**src/rtl/ctl_pkg.sv**
```systemverilog
// Shared definitions for the hardwired instruction sequencer:
// opcode constants, state encoding, strobe bundle and opcode classifier.
package ctl_pkg;

  localparam int OP_W = 5;

  localparam logic [OP_W-1:0] OP_ADD  = 5'b00011;
  localparam logic [OP_W-1:0] OP_SUB  = 5'b00100;
  localparam logic [OP_W-1:0] OP_AND  = 5'b00101;
  localparam logic [OP_W-1:0] OP_OR   = 5'b00110;
  localparam logic [OP_W-1:0] OP_SHR  = 5'b00111;
  localparam logic [OP_W-1:0] OP_SHL  = 5'b01000;
  localparam logic [OP_W-1:0] OP_MUL  = 5'b01111;
  localparam logic [OP_W-1:0] OP_DIV  = 5'b10000;
  localparam logic [OP_W-1:0] OP_NOP  = 5'b11010;
  localparam logic [OP_W-1:0] OP_HALT = 5'b11011;

  typedef enum logic [3:0] {
    S_IDLE   = 4'd0,
    S_T0     = 4'd1,
    S_T1     = 4'd2,
    S_T1W    = 4'd3,
    S_T2     = 4'd4,
    S_T3     = 4'd5,
    S_T4     = 4'd6,
    S_T5     = 4'd7,
    S_T6     = 4'd8,
    S_HALTED = 4'd9
  } state_e;

  typedef enum logic [2:0] {
    CLS_ALU,
    CLS_MULDIV,
    CLS_NOP,
    CLS_HALT,
    CLS_ILLEGAL
  } op_class_e;

  // Single-bit datapath strobes, one field per control input.
  typedef struct packed {
    logic pc_out;
    logic mar_in;
    logic inc_pc;
    logic pc_in;
    logic read;
    logic mdr_in;
    logic mdr_out;
    logic ir_in;
    logic y_in;
    logic z_in;
    logic zlow_out;
    logic zhigh_out;
    logic lo_in;
    logic hi_in;
  } strobes_t;

  function automatic op_class_e op_class(input logic [OP_W-1:0] op);
    op_class_e cls;
    case (op)
      OP_ADD, OP_SUB, OP_AND, OP_OR, OP_SHR, OP_SHL: cls = CLS_ALU;
      OP_MUL, OP_DIV:                                 cls = CLS_MULDIV;
      OP_NOP:                                         cls = CLS_NOP;
      OP_HALT:                                        cls = CLS_HALT;
      default:                                        cls = CLS_ILLEGAL;
    endcase
    return cls;
  endfunction

endpackage

```
**src/rtl/instr_sequencer_if.sv**
```systemverilog
// Sequencer <-> datapath bundle: run/stop/memory handshake and IR in,
// control strobes and status out.
interface instr_sequencer_if #(
  parameter int DATA_W   = 32,
  parameter int NUM_REGS = 16,
  parameter int OPCODE_W = 5
) ();

  logic                run;
  logic                stop;
  logic                mem_ready;
  logic [DATA_W-1:0]   ir;

  logic                PCout, MARin, IncPC, PCin, Read, MDRin, MDRout, IRin;
  logic                Yin, Zin, Zlowout, Zhighout, LOin, HIin;
  logic [NUM_REGS-1:0] reg_out_sel;
  logic [NUM_REGS-1:0] reg_in_sel;
  logic [OPCODE_W-1:0] alu_op;
  logic                busy, done, illegal_op, halted;

  modport master (
    input  run, stop, mem_ready, ir,
    output PCout, MARin, IncPC, PCin, Read, MDRin, MDRout, IRin,
           Yin, Zin, Zlowout, Zhighout, LOin, HIin,
           reg_out_sel, reg_in_sel, alu_op, busy, done, illegal_op, halted
  );

  modport slave (
    output run, stop, mem_ready, ir,
    input  PCout, MARin, IncPC, PCin, Read, MDRin, MDRout, IRin,
           Yin, Zin, Zlowout, Zhighout, LOin, HIin,
           reg_out_sel, reg_in_sel, alu_op, busy, done, illegal_op, halted
  );

endinterface

```
**src/rtl/ctl_step_decode.sv**
```systemverilog
// Moore output decode: current control step plus IR fields -> strobes.
module ctl_step_decode
  import ctl_pkg::*;
#(
  parameter int DATA_W    = 32,
  parameter int NUM_REGS  = 16,
  parameter int REG_SEL_W = 4,
  parameter int OPCODE_W  = 5
) (
  input  state_e              state,
  input  logic [DATA_W-1:0]   ir,
  output strobes_t            strobes,
  output logic [NUM_REGS-1:0] reg_out_sel,
  output logic [NUM_REGS-1:0] reg_in_sel,
  output logic [OPCODE_W-1:0] alu_op,
  output logic                busy,
  output logic                done,
  output logic                illegal_op,
  output logic                halted
);

  localparam int RA_MSB = DATA_W - OPCODE_W - 1;
  localparam int RB_MSB = RA_MSB - REG_SEL_W;
  localparam int RC_MSB = RB_MSB - REG_SEL_W;

  logic [OPCODE_W-1:0]  opcode;
  logic [REG_SEL_W-1:0] ra, rb, rc;
  op_class_e            cls;
  logic                 unused_ir_low;

  assign opcode        = ir[DATA_W-1 -: OPCODE_W];
  assign ra            = ir[RA_MSB -: REG_SEL_W];
  assign rb            = ir[RB_MSB -: REG_SEL_W];
  assign rc            = ir[RC_MSB -: REG_SEL_W];
  assign cls           = op_class(opcode);
  assign unused_ir_low = ^ir[RC_MSB-REG_SEL_W:0];

  // Strobe decode for the current T-step.
  always_comb begin
    // NOTE: every output gets a default first so no path can infer a latch.
    strobes     = '0;
    reg_out_sel = '0;
    reg_in_sel  = '0;
    alu_op      = '0;
    busy        = 1'b1;
    done        = 1'b0;
    illegal_op  = 1'b0;
    halted      = 1'b0;
    unique case (state)
      S_IDLE: busy = 1'b0;
      S_T0: begin
        strobes.pc_out = 1'b1;
        strobes.mar_in = 1'b1;
        strobes.inc_pc = 1'b1;
        strobes.z_in   = 1'b1;
      end
      S_T1: begin
        strobes.zlow_out = 1'b1;
        strobes.pc_in    = 1'b1;
        strobes.read     = 1'b1;
        strobes.mdr_in   = 1'b1;
      end
      // Waiting on memory: keep reading but never reload the PC.
      S_T1W: begin
        strobes.read   = 1'b1;
        strobes.mdr_in = 1'b1;
      end
      S_T2: begin
        strobes.mdr_out = 1'b1;
        strobes.ir_in   = 1'b1;
      end
      S_T3: begin
        unique case (cls)
          CLS_ALU: begin
            reg_out_sel  = NUM_REGS'(1) << rb;
            strobes.y_in = 1'b1;
          end
          CLS_MULDIV: begin
            reg_out_sel  = NUM_REGS'(1) << ra;
            strobes.y_in = 1'b1;
          end
          CLS_NOP: done = 1'b1;
          CLS_HALT: ;
          default: begin
            illegal_op = 1'b1;
            done       = 1'b1;
          end
        endcase
      end
      S_T4: begin
        reg_out_sel  = (cls == CLS_MULDIV) ? NUM_REGS'(1) << rb : NUM_REGS'(1) << rc;
        strobes.z_in = 1'b1;
        alu_op       = opcode;
      end
      S_T5: begin
        strobes.zlow_out = 1'b1;
        if (cls == CLS_MULDIV) begin
          strobes.lo_in = 1'b1;
        end else begin
          reg_in_sel = NUM_REGS'(1) << ra;
          done       = 1'b1;
        end
      end
      S_T6: begin
        strobes.zhigh_out = 1'b1;
        strobes.hi_in     = 1'b1;
        done              = 1'b1;
      end
      S_HALTED: begin
        busy   = 1'b0;
        halted = 1'b1;
      end
      default: busy = 1'b0;
    endcase
  end

endmodule

```
**src/rtl/instr_sequencer.sv**
```systemverilog
// Hardwired fetch/execute sequencer: owns the T-step register and the
// next-step logic; strobe decode lives in ctl_step_decode.
module instr_sequencer
  import ctl_pkg::*;
#(
  parameter int DATA_W    = 32,
  parameter int NUM_REGS  = 16,
  parameter int REG_SEL_W = 4,
  parameter int OPCODE_W  = 5
) (
  input logic               clk,
  input logic               clr,
  instr_sequencer_if.master bus
);

  state_e              state, state_next;
  strobes_t            strobes;
  logic [NUM_REGS-1:0] reg_out_sel, reg_in_sel;
  logic [OPCODE_W-1:0] alu_op;
  logic                busy, done, illegal_op, halted;
  op_class_e           cls;

  assign cls = op_class(bus.ir[DATA_W-1 -: OPCODE_W]);

  ctl_step_decode #(
    .DATA_W   (DATA_W),
    .NUM_REGS (NUM_REGS),
    .REG_SEL_W(REG_SEL_W),
    .OPCODE_W (OPCODE_W)
  ) u_decode (
    .state      (state),
    .ir         (bus.ir),
    .strobes    (strobes),
    .reg_out_sel(reg_out_sel),
    .reg_in_sel (reg_in_sel),
    .alu_op     (alu_op),
    .busy       (busy),
    .done       (done),
    .illegal_op (illegal_op),
    .halted     (halted)
  );

  // Step register; clr drops straight back to IDLE, even mid-instruction.
  always_ff @(posedge clk or negedge clr) begin
    // NOTE: non-blocking so every flop samples pre-edge values.
    if (!clr) state <= S_IDLE;
    else      state <= state_next;
  end

  // Next step; the done cycle is the single place stop is honoured.
  always_comb begin
    state_next = state;
    if (done) begin
      state_next = bus.stop ? S_IDLE : S_T0;
    end else begin
      unique case (state)
        S_IDLE:      if (bus.run) state_next = S_T0;
        S_T0:        state_next = S_T1;
        S_T1, S_T1W: state_next = bus.mem_ready ? S_T2 : S_T1W;
        S_T2:        state_next = S_T3;
        S_T3:        state_next = (cls == CLS_HALT) ? S_HALTED : S_T4;
        S_T4:        state_next = S_T5;
        S_T5:        state_next = S_T6;
        default:     state_next = state;
      endcase
    end
  end

  assign bus.PCout       = strobes.pc_out;
  assign bus.MARin       = strobes.mar_in;
  assign bus.IncPC       = strobes.inc_pc;
  assign bus.PCin        = strobes.pc_in;
  assign bus.Read        = strobes.read;
  assign bus.MDRin       = strobes.mdr_in;
  assign bus.MDRout      = strobes.mdr_out;
  assign bus.IRin        = strobes.ir_in;
  assign bus.Yin         = strobes.y_in;
  assign bus.Zin         = strobes.z_in;
  assign bus.Zlowout     = strobes.zlow_out;
  assign bus.Zhighout    = strobes.zhigh_out;
  assign bus.LOin        = strobes.lo_in;
  assign bus.HIin        = strobes.hi_in;
  assign bus.reg_out_sel = reg_out_sel;
  assign bus.reg_in_sel  = reg_in_sel;
  assign bus.alu_op      = alu_op;
  assign bus.busy        = busy;
  assign bus.done        = done;
  assign bus.illegal_op  = illegal_op;
  assign bus.halted      = halted;

endmodule

```
**src/flat_wrapper.sv**
```systemverilog
// flat-port wrapper written by rule: the top's interface ports become plain ports
module instr_sequencer_flat import ctl_pkg::*;
#(
  parameter int DATA_W    = 32,
  parameter int NUM_REGS  = 16,
  parameter int REG_SEL_W = 4,
  parameter int OPCODE_W  = 5
)
  (clk, clr, bus_run, bus_stop, bus_mem_ready, bus_ir, bus_PCout, bus_MARin, bus_IncPC, bus_PCin, bus_Read, bus_MDRin, bus_MDRout, bus_IRin, bus_Yin, bus_Zin, bus_Zlowout, bus_Zhighout, bus_LOin, bus_HIin, bus_reg_out_sel, bus_reg_in_sel, bus_alu_op, bus_busy, bus_done, bus_illegal_op, bus_halted);
  instr_sequencer_if #(.DATA_W(DATA_W), .NUM_REGS(NUM_REGS), .OPCODE_W(OPCODE_W)) bus_i ();
  input logic clk;
  input logic clr;
  input wire logic [$bits(bus_i.run)-1:0] bus_run;
  input wire logic [$bits(bus_i.stop)-1:0] bus_stop;
  input wire logic [$bits(bus_i.mem_ready)-1:0] bus_mem_ready;
  input wire logic [$bits(bus_i.ir)-1:0] bus_ir;
  output wire logic [$bits(bus_i.PCout)-1:0] bus_PCout;
  output wire logic [$bits(bus_i.MARin)-1:0] bus_MARin;
  output wire logic [$bits(bus_i.IncPC)-1:0] bus_IncPC;
  output wire logic [$bits(bus_i.PCin)-1:0] bus_PCin;
  output wire logic [$bits(bus_i.Read)-1:0] bus_Read;
  output wire logic [$bits(bus_i.MDRin)-1:0] bus_MDRin;
  output wire logic [$bits(bus_i.MDRout)-1:0] bus_MDRout;
  output wire logic [$bits(bus_i.IRin)-1:0] bus_IRin;
  output wire logic [$bits(bus_i.Yin)-1:0] bus_Yin;
  output wire logic [$bits(bus_i.Zin)-1:0] bus_Zin;
  output wire logic [$bits(bus_i.Zlowout)-1:0] bus_Zlowout;
  output wire logic [$bits(bus_i.Zhighout)-1:0] bus_Zhighout;
  output wire logic [$bits(bus_i.LOin)-1:0] bus_LOin;
  output wire logic [$bits(bus_i.HIin)-1:0] bus_HIin;
  output wire logic [$bits(bus_i.reg_out_sel)-1:0] bus_reg_out_sel;
  output wire logic [$bits(bus_i.reg_in_sel)-1:0] bus_reg_in_sel;
  output wire logic [$bits(bus_i.alu_op)-1:0] bus_alu_op;
  output wire logic [$bits(bus_i.busy)-1:0] bus_busy;
  output wire logic [$bits(bus_i.done)-1:0] bus_done;
  output wire logic [$bits(bus_i.illegal_op)-1:0] bus_illegal_op;
  output wire logic [$bits(bus_i.halted)-1:0] bus_halted;
  assign bus_i.run = bus_run;
  assign bus_i.stop = bus_stop;
  assign bus_i.mem_ready = bus_mem_ready;
  assign bus_i.ir = bus_ir;
  assign bus_PCout = bus_i.PCout;
  assign bus_MARin = bus_i.MARin;
  assign bus_IncPC = bus_i.IncPC;
  assign bus_PCin = bus_i.PCin;
  assign bus_Read = bus_i.Read;
  assign bus_MDRin = bus_i.MDRin;
  assign bus_MDRout = bus_i.MDRout;
  assign bus_IRin = bus_i.IRin;
  assign bus_Yin = bus_i.Yin;
  assign bus_Zin = bus_i.Zin;
  assign bus_Zlowout = bus_i.Zlowout;
  assign bus_Zhighout = bus_i.Zhighout;
  assign bus_LOin = bus_i.LOin;
  assign bus_HIin = bus_i.HIin;
  assign bus_reg_out_sel = bus_i.reg_out_sel;
  assign bus_reg_in_sel = bus_i.reg_in_sel;
  assign bus_alu_op = bus_i.alu_op;
  assign bus_busy = bus_i.busy;
  assign bus_done = bus_i.done;
  assign bus_illegal_op = bus_i.illegal_op;
  assign bus_halted = bus_i.halted;
  instr_sequencer #(.DATA_W(DATA_W), .NUM_REGS(NUM_REGS), .REG_SEL_W(REG_SEL_W), .OPCODE_W(OPCODE_W)) u_core (.clk(clk), .clr(clr), .bus(bus_i));
endmodule
```
**config.mk**
```make
export PLATFORM = sky130hd
export DESIGN_NAME = instr_sequencer_flat
export DESIGN_NICKNAME = d
export VERILOG_FILES = /design/src/rtl/ctl_pkg.sv /design/src/rtl/instr_sequencer_if.sv /design/src/rtl/ctl_step_decode.sv /design/src/rtl/instr_sequencer.sv /design/src/flat_wrapper.sv
export SDC_FILE = /design/constraint.sdc
export NUM_CORES = 1
export LEC_CHECK = 0
export CORE_MARGIN = 5
export CORE_UTILIZATION = 35
export DETAILED_ROUTE_END_ITERATION = 6
export PLACE_DENSITY = 0.78
export SETUP_SLACK_MARGIN = 0.05
export SLEW_MARGIN = 20
export SYNTH_ARGS = -nofsm -noshare
export SYNTH_HDL_FRONTEND = slang
export SYNTH_SLANG_ARGS = --single-unit
```
**constraint.sdc**
```tcl
create_clock -name clk -period 3.2 [get_ports clk]
set_clock_uncertainty 0.2 [all_clocks]
set_input_delay 0.64 -clock clk [delete_from_list [all_inputs] [get_ports clk]]
set_output_delay 0.64 -clock clk [all_outputs]
set_load 0.1 [all_outputs]
```
# Word-level counts from Yosys, hierarchy flattened
# Memory sizes are Yosys's and may differ from the RTL's.
# Cells that the tools add are included.
[totals]
romBits = 192
in_bits = 37
regBits = 4
memories = 2
output_inout_bits = 55
word_cells = 61
[mem_list]
columns = ["name", "depth", "width", "rd", "rd_clocked_by_memory_dff", "wr", "line_no", "text"]
rows = [
  ["(name not given)", 32, 3, 1, 0, 0, "ctl_pkg.sv:59", "case (op)"],
  ["(name not given)", 32, 3, 1, 0, 0, "ctl_pkg.sv:59", ""],
]
[classes]
n_reduce_logical = 11
shift = 3
eq_ne = 14
muxes = 30
[ops]
columns = ["operator", "count"]
rows = [
  ["16-bit case mux with 2 select lines", 2],
  ["16-bit 2-to-1 mux", 3],
  ["1-bit by 4-bit << shifter with 16-bit output, first input constant", 3],
  ["4-bit case mux with 7 select lines", 1],
  ["4-bit by 3-bit == test with 1-bit output, second input constant", 4],
  ["1-bit 2-to-1 mux", 15],
  ["4-bit 2-to-1 mux", 3],
  ["3-bit by 2-bit == test with 1-bit output, second input constant", 3],
  ["4-bit by 2-bit == test with 1-bit output, second input constant", 2],
  ["4-bit == test, second input constant", 2],
  ["8-bit nonzero test", 1],
  ["2-bit OR reduction", 4],
  ["8-bit OR reduction", 1],
  ["3-bit 2-to-1 mux", 2],
  ["5-bit 2-to-1 mux", 1],
  ["4-bit by 1-bit == test with 1-bit output, second input constant", 1],
  ["4-bit zero test", 1],
  ["2-bit 2-to-1 mux", 2],
  ["4-bit OR reduction", 1],
  ["3-bit by 1-bit == test with 1-bit output, second input constant", 1],
  ["3-bit zero test", 1],
  ["3-bit != test, second input constant", 1],
  ["1-bit case mux with 3 select lines", 1],
  ["3-bit OR reduction", 1],
  ["2-bit AND reduction", 1],
]

# Longest topological paths before layout
# Gate-level depths: netlist of the first run.
# An unclocked memory read counts as a cell.
[logic_depth]
ltp_word = 7
ltp_mapped = 8
ltp_nobuf = 5

# Cells and area by module
# A second synthesis of the first run with hierarchy kept.
[unflattened]
cells_unflattened = 200
hier_area_um2 = 1272.5
[modules_own_cells]
columns = ["module", "instances", "cells_per_inst", "area_each_um2", "seq_area_each_um2"]
rows = [
  ["ctl_step_decode", 1, 173, 1023.5, 0.0],
  ["instr_sequencer", 1, 27, 249.0, 100.1],
]

# Least setup slack after synthesis of the first run
# No wires, ideal clock.
[synth_timing]
kind = "input to output"
start = "in bus_ir[28]"
end = "out bus_reg_out_sel[4]"
t_required_ns = 2.360
path_slack_ns = -1.529
arrival_ns = 3.889
cell_stages = 5
n_path_buf = 1
path_cell_list = "buf_2 nor3_2 a32oi_1 or3_1 o311ai_1"
[synth_via]
elab_chain_cells = 4
elab_cells_between_ends = 6
cone_classes = "eq/ne (1); mux (3); reduce/logical (1); memory (1)"
[synth_rtl]
columns = ["element", "line_no", "text"]
rows = [
  ["start: declaration", "flat_wrapper.sv:16", "input wire logic [$bits(bus_i.ir)-1:0] bus_ir;"],
  ["memory read 32 x 3 bit (*)", "--", ""],
  ["3-bit by 1-bit == test with 1-bit output / 3-bit zero test (equally long branches)", "ctl_step_decode.sv:73, ctl_step_decode.sv:91", ""],
  ["16-bit case mux with 2 select lines / 16-bit 2-to-1 mux (equally long branches)", "ctl_step_decode.sv:73, ctl_step_decode.sv:91", ""],
  ["16-bit case mux with 2 select lines (*)", "ctl_step_decode.sv:49", "unique case (state)"],
  ["end: declaration", "flat_wrapper.sv:31", "output wire logic [$bits(bus_i.reg_out_sel)-1:0] bus_reg_out_sel;"],
]
# Every way passes the cells marked *; elsewhere a longest branch is shown, timed or not.

# Final worst setup path of the first run
[layout_timing]
start = "in bus_ir[30]"
end = "out bus_reg_out_sel[9]"
# The elaborated chain is that of the path after synthesis.

==> results.md, run 1 <==
* H-tree levels at 1
* Post-DR vias/cell at 6.873
* CTS max path bufs at 2
* Worst reg2reg endpoint: u_core.state[0]
* Top-count cell post-synth: nor2_1
* DRT antenna net count at 0
* TritonRoute pass-1 iters at 5
* Fin cells at 394
* Initial antenna violation count at 0
* HPWL Detailed at 5521 um
* Post-Place Cells at 383
* Number of flops mapped to enable cells by yosys at 0
* Synth Flop Type: dfrtp_1
* Global-route wire length before repair at 12770 um
* Initial Util at 35.89%
* Gr busiest metal: met2
* Status: complete, but fails checks
* Worst r2r src: u_core.state[0]
* FF-to-FF path depth at 6
* Tcrit/Tclk final at 108.5%
* HP Class: input port to async pin
* CP required at 2.36 ns
* DRT iter0 DRCs at 346
* Synthesized area at 1425 um^2
* Syn Nets at 261
* Startpoint types: input port
* Clk slew on worst S/H paths at 0.03 ns
* Final Max Slew Viols at 0
* Hold Violations, Final at 0
* Met2 usage at 54.23%
* Most flop-heavy register: u_core.state
* Largest net degree at the start of global routing at 18
* Static Leak at 1.445 nW
* Crit path buf inv count at 4
* Row count at 23
* Core ar. at 3971 um^2
* Routing usage on met3 at 4.241%
* M1 GR Usage at 35.53%
* WS Path Type: input port to output port
* Worst path slowest cell: nor4_1
* Post-synthesis sequential area ratio at 7.024%
* Congestion Overflow GR at 0
* Syn avg cell area at 6.362 um^2
* CTS buffer count at 3
* CP peak stage delay at 0.54 ns
* NumNets Final at 383
* # port buffers at 76
* FF-to-FF setup slack at 1.13 ns
* N_diodes at 0
* Die area at 5448 um^2
* Max Fclk at 288.0 MHz
* Setup ws final at -0.2717 ns
* Sink Count at 4
* P per Cell Area at 498.1 nW/um^2
* Slew HR at 57.10%
* Cell area after placement at 3286 um^2
* Post-Syn Instances at 224
* Synth warn at 0
* CP Cell Sequence: buf_2 -> nor2b_4 -> buf_4 -> a32o_2 -> buf_6 -> nor4_1 -> o21ai_1 -> o221ai_4 -> buf_12
* Number of synthesized register bits at 4
* Number of global-route vias before repair at 2394
* Synth-to-Final Area Change at 160.4%
* Maximum vdd drop at 0.001162 V
* Worst EP arrival at 2.63 ns
* Failing checks: setup timing
* Kind of end point of the critical path: output port
* CTS tree: done
* Wire per inst at 26.44 um
* Fin area at 3711 um^2
* Yosys top cell by area: nor2_1
* Placer Congestion at 0.9426
* Top-area cell type share of the netlist area at 8.692%
* Final setup fails at 7
* Most instantiated cells after synthesis: 33 x nor2_1, 18 x nor3_1, 14 x nand2_1, 14 x o21ai_1, 12 x o221ai_1
* Via count at 2708
* Largest registers: u_core.state (4)
* Worst skew pair latency at 0.22 ns
* Synth area leaders: nor2_1 8.7%, o221ai_1 7.4%, dfrtp_1 7.0%
* Max-cap violations at 0
* CTS Hold Bufs at 0
* Crit Path Max Fanout at 6
* Delay-heaviest family, CP: compound AO/OA/AOI/OAI gates
* Max reg flops at 4
* Root buffer cell: clkbuf_8
* RSZ-0062 raised after global routing: yes
* Layout cells sized above 1 at 62.50%
* Minimum clock period at 3.472 ns
* Distinct cells, synth at 52
* Die X at 73.81 um
* I/O pin cnt at 92
* DRC violations left at 0
* Total routed wirelength at 10420 um
* DIE HEIGHT at 73.81 um
* Actual slew at the worst max-slew pin at 0.6376 ns
* Gr usage total at 30.17%
* Async S/R FF share, synth at 100.0%
## cell type report
type	instances	area [um^2]
multi-input combinational	192	1800
tap	50	62.56
timing repair buffer	139	1684
fill	121	260.3
sequential	4	100.1
inverter	6	22.52
clock buffer	3	41.29
## layer usage
layer / routed length [um] / part of all wire (%) / up-vias
li1: - / - / 1072
met1: 3459 / 33 / 1277
met2: 5085 / 49 / 283
met3: 1120 / 11 / 76
met4: 750 / 7.2 / 0
met5: 0 / 0 / -
## per-stage QoR
step	hold WS [ns]	utilization [%]	setup WS, ns	TNS, ns	total power [mW]
final	0.4417	93.45	-0.2717	-0.5362	1.849
after global routing	0.4436	93.45	-0.2551	-0.9001	1.895
after CTS	0.4252	88.28	0.04290	0	1.749
after detailed placement	0.5521	82.73	-0.4571	-10.51	1.610
after global placement	0.5133	82.73	-0.4177	-9.551	1.582
after floorplan	0.1444	-	-0.3121	-1.657	1.215
## cell families after synthesis
group,share of synthesized area [%]
flops,7.024
buf+inv,10.54
xor+xnor,0.6147
mux,0.7024
compound gates,27.83
simple gates,53.29
## how the worst max path moves through the flow
stage               startpoint                  end  slack, ns  cells after the start
floorplan           bus_ir[29]  bus_reg_out_sel[11]      -0.31                      6
global placement    bus_ir[27]   bus_reg_out_sel[4]      -0.42                      7
detailed placement  bus_ir[27]  bus_reg_out_sel[12]      -0.46                      9
CTS                 bus_ir[28]  bus_reg_out_sel[14]       0.04                      8
global route        bus_ir[30]   bus_reg_out_sel[9]      -0.26                      9
finish              bus_ir[30]   bus_reg_out_sel[9]      -0.27                      9
## power breakdown
group | total [mW] | leakage [nW] | switching [mW] | internal [mW]
sequential | 0.0912 | 0.0502 | 0.0165 | 0.0747
combinational | 1.65 | 1.37 | 1.20 | 0.446
clock | 0.108 | 0.0216 | 0.0280 | 0.0804
total | 1.85 | 1.44 | 1.25 | 0.601
## repair_timing
item	in CTS	in global routing
pin swaps	16	18
gates resized for setup	59	40
endpoints found under the hold margin	0	0
gates cloned	1	0
buffers inserted	4	3
endpoints found under the setup margin	36	25
## cells in the final DEF, fill, tap and decap left out, drive strengths merged, types with 7 or more instances in the layout
cell type,instances
buf,122
nor2,33
nor3,19
o21ai,19
nand2,14
o221ai,12
nand2b,9
clkdlybuf4s50,8
or3,7
nor2b,7
nor3b,7
Note: power is estimated with default switching activity, not from simulation.
==> run 2: changes to the inputs <==
CAP_MARGIN = 20   (was not set)
HOLD_SLACK_MARGIN = 0.08   (was not set)
==> results of run 2 <==
Final layout, timing and power as in run 1 (identical DEF).
==> run 3: changes to the inputs <==
GPL_ROUTABILITY_DRIVEN = 0   (was not set)
==> run 3 against run 2 <==
Final area down 1.0%. First-iteration DRC count up 7.5%. Clock power is essentially flat. Sequential power up 5.5%. Clock-buffer cell count unchanged. Total power decreased by 1.0%. Highest routed layer unchanged. Worst hold slack worse by 0.016 ns. Critical path depth is 1 lower. Register-to-register slack about the same. Fmax up 0.92%. The run ends with DRC, setup timing left. Critical path type unchanged. Largest cell class unchanged. Flip-flop and latch count is the same. Routed wire length is 0.25% lower.
==> results.md, run 3 (synthesis gave the netlist of run 1 again) <==
* Initial Util at 35.89% (unchanged)
* HPWL Detailed at 5623 um (+1.9%)
* Wire per inst at 26.37 um (-0.25%)
* Crit Path Max Fanout at 8 (+2)
* Total routed wirelength at 10390 um (-0.25%)
* NumNets Final at 383 (unchanged)
* P per Cell Area at 498.0 nW/um^2 (about the same)
* Flip-flop and latch area at 100.1 um^2 (unchanged)
* Die X at 73.81 um (unchanged)
* Minimum clock period at 3.440 ns (-0.03167 ns)
* CTS tree: done
* Max Fclk at 290.7 MHz (+0.92%)
* Total Negative Setup Slacks at -2.750 ns (-2.214 ns)
* Row count at 23 (unchanged)
* Gr usage total at 27.93% (-2.2 points)
* Sink Count at 4 (unchanged)
* CTS buffer count at 3 (unchanged)
* Multi-input gate area at 1742 um^2 (-3.3%)
* DIE HEIGHT at 73.81 um (unchanged)
* Max-cap violations at 0 (unchanged)
* Core ar. at 3971 um^2 (unchanged)
* Fin area at 3674 um^2 (-1.0%)
* Via count at 2671 (-1.4%)
* I/O pin cnt at 92 (unchanged)
* Most flop-heavy register: u_core.state
* TritonRoute pass-1 iters at 7 (+2)
* Final setup fails at 16 (+9)
* Tcrit/Tclk final at 107.5% (-0.99 points)
* Post-DR vias/cell at 6.779 (-1.4%)
* Setup ws final at -0.2400 ns (+0.03167 ns)
* Congestion Overflow GR at 0 (unchanged)
* DRC violations left at 13 (+13)
* Static Leak at 1.423 nW (-1.5%)
* Cell area after placement at 3276 um^2 (-0.30%)
* Clk slew on worst S/H paths at 0.03 ns (about the same)
* Most common cell after layout, fill and taps aside: buf_4
* Status: complete, but fails checks
* Largest net degree at the start of global routing at 18 (unchanged)
* Hold Slack at 0.4257 ns (-0.01598 ns)
* Fill cells at 137 (+13%)
* Number of global-route vias before repair at 2323 (-3.0%)
* H-tree levels at 1 (unchanged)
* Actual slew at the worst max-slew pin at 0.4312 ns (-0.2063 ns)
* N_diodes at 0 (unchanged)
* Global-route wire length before repair at 11810 um (-7.6%)
* DRT iter0 DRCs at 372 (+7.5%)
* DRT antenna net count at 0 (unchanged)
* Largest registers: u_core.state (4)
* Max reg flops at 4 (unchanged)
* Synth-to-Final Area Change at 157.8%
* RSZ-0062 raised after global routing: yes
* Worst skew pair latency at 0.22 ns (about the same)
* # port buffers at 76 (unchanged)
* Die area at 5448 um^2 (unchanged)
* Maximum vdd drop at 0.001408 V (+21%)
* Routing usage on met3 at 4.104% (-0.14 points)
* Startpoint types: input port
* Layout cells sized above 1 at 58.43% (-4.1 points)
* M1 GR Usage at 31.24% (-4.3 points)
* CTS max path bufs at 2 (unchanged)
* Final Max Slew Viols at 0 (unchanged)
* FF-to-FF path depth at 6 (unchanged)
* HP Class: input port to async pin
* Commonest cells after routing, fill and taps aside: 65 x buf_4, 45 x buf_12, 16 x nor2_4
* CP required at 2.36 ns (about the same)
* Initial antenna violation count at 0 (unchanged)
* Slew HR at 71.13% (+14 points)
* Kind of end point of the critical path: output port
* WS Path Type: input port to output port
* Hold Violations, Final at 0 (unchanged)
* CTS Hold Bufs at 0 (unchanged)
* Worst EP arrival at 2.60 ns (-0.03 ns)
* Failing checks: DRC, setup timing
* Root buffer cell: clkbuf_8
* Met2 usage at 51.57% (-2.7 points)
* Gr busiest metal: met2
[run 3: cell types whose count changed in the layout (fill, tap and decap cells not counted), moves of 3 or more]
cell and change:
buf_8 +3, dlymetal6s2s_1 -3, nor3_1 +5, nor3_2 -5, nor3b_1 +3, nor3b_2 -3
o21ai_1 +6, o21ai_2 -6
[run 3: layer usage]
layer  wire length [um]  part of all wire (%)
met3               1142                    11
met4                813                   7.8
met2               4919                    47
met5                  0                     0
met1               3514                    34
[run 3: what timing repair did]
item                                    4_1_cts  5_1_grt
pin swaps                                     8       20
cloned                                        0        2
gates resized for setup                      52       33
endpoints found under the setup margin       36       31
setup buffers                                 1        8
[run 3: metrics by stage]
step	utilization, %	worst slack, ns	power (mW)	cells
2_1_floorplan	-	-0.3121	1.215	224
3_3_place_gp	82.48	-0.4323	1.582	380
3_5_place_dp	82.48	-0.4906	1.612	380
4_1_cts	86.48	0.02646	1.752	384
5_1_grt	92.50	-0.4193	1.865	394
6_report	92.50	-0.2400	1.829	394
[run 3: final timing paths]
check	startpoint	to	slack (ns)
setup / recovery	bus_ir[28]	bus_reg_out_sel[14]	-0.24
hold reg to reg	u_core.state[3]	u_core.state[3]	0.60
max in group asynchronous	clr	u_core.state[1]	2.20
min in group clk	u_core.state[3]	u_core.state[3]	0.60
setup reg to reg	u_core.state[1]	u_core.state[0]	1.14
hold / removal	clr	u_core.state[3]	0.43
[run 3: cell type report]
type	count	area share [%]
repair buffers	138	46.42
inverters	6	0.6131
clock buffers	3	1.124
multi-input cells	193	47.41
flip-flops and latches	4	2.725
well taps	50	1.703
[run 3: power breakdown]
part,switching [mW],internal (mW)
Combinational,1.18,0.447
Clock,0.0286,0.0804
Sequential,0.0214,0.0748
[run 3: worst max-delay path, cell delays in order]
cell     delay [ns]
buf_12         0.12
nor4b_4        0.45
a21oi_2        0.15
or4b_4         0.56
buf_12         0.17
o22ai_4        0.16
or2_4          0.16
buf_12         0.17
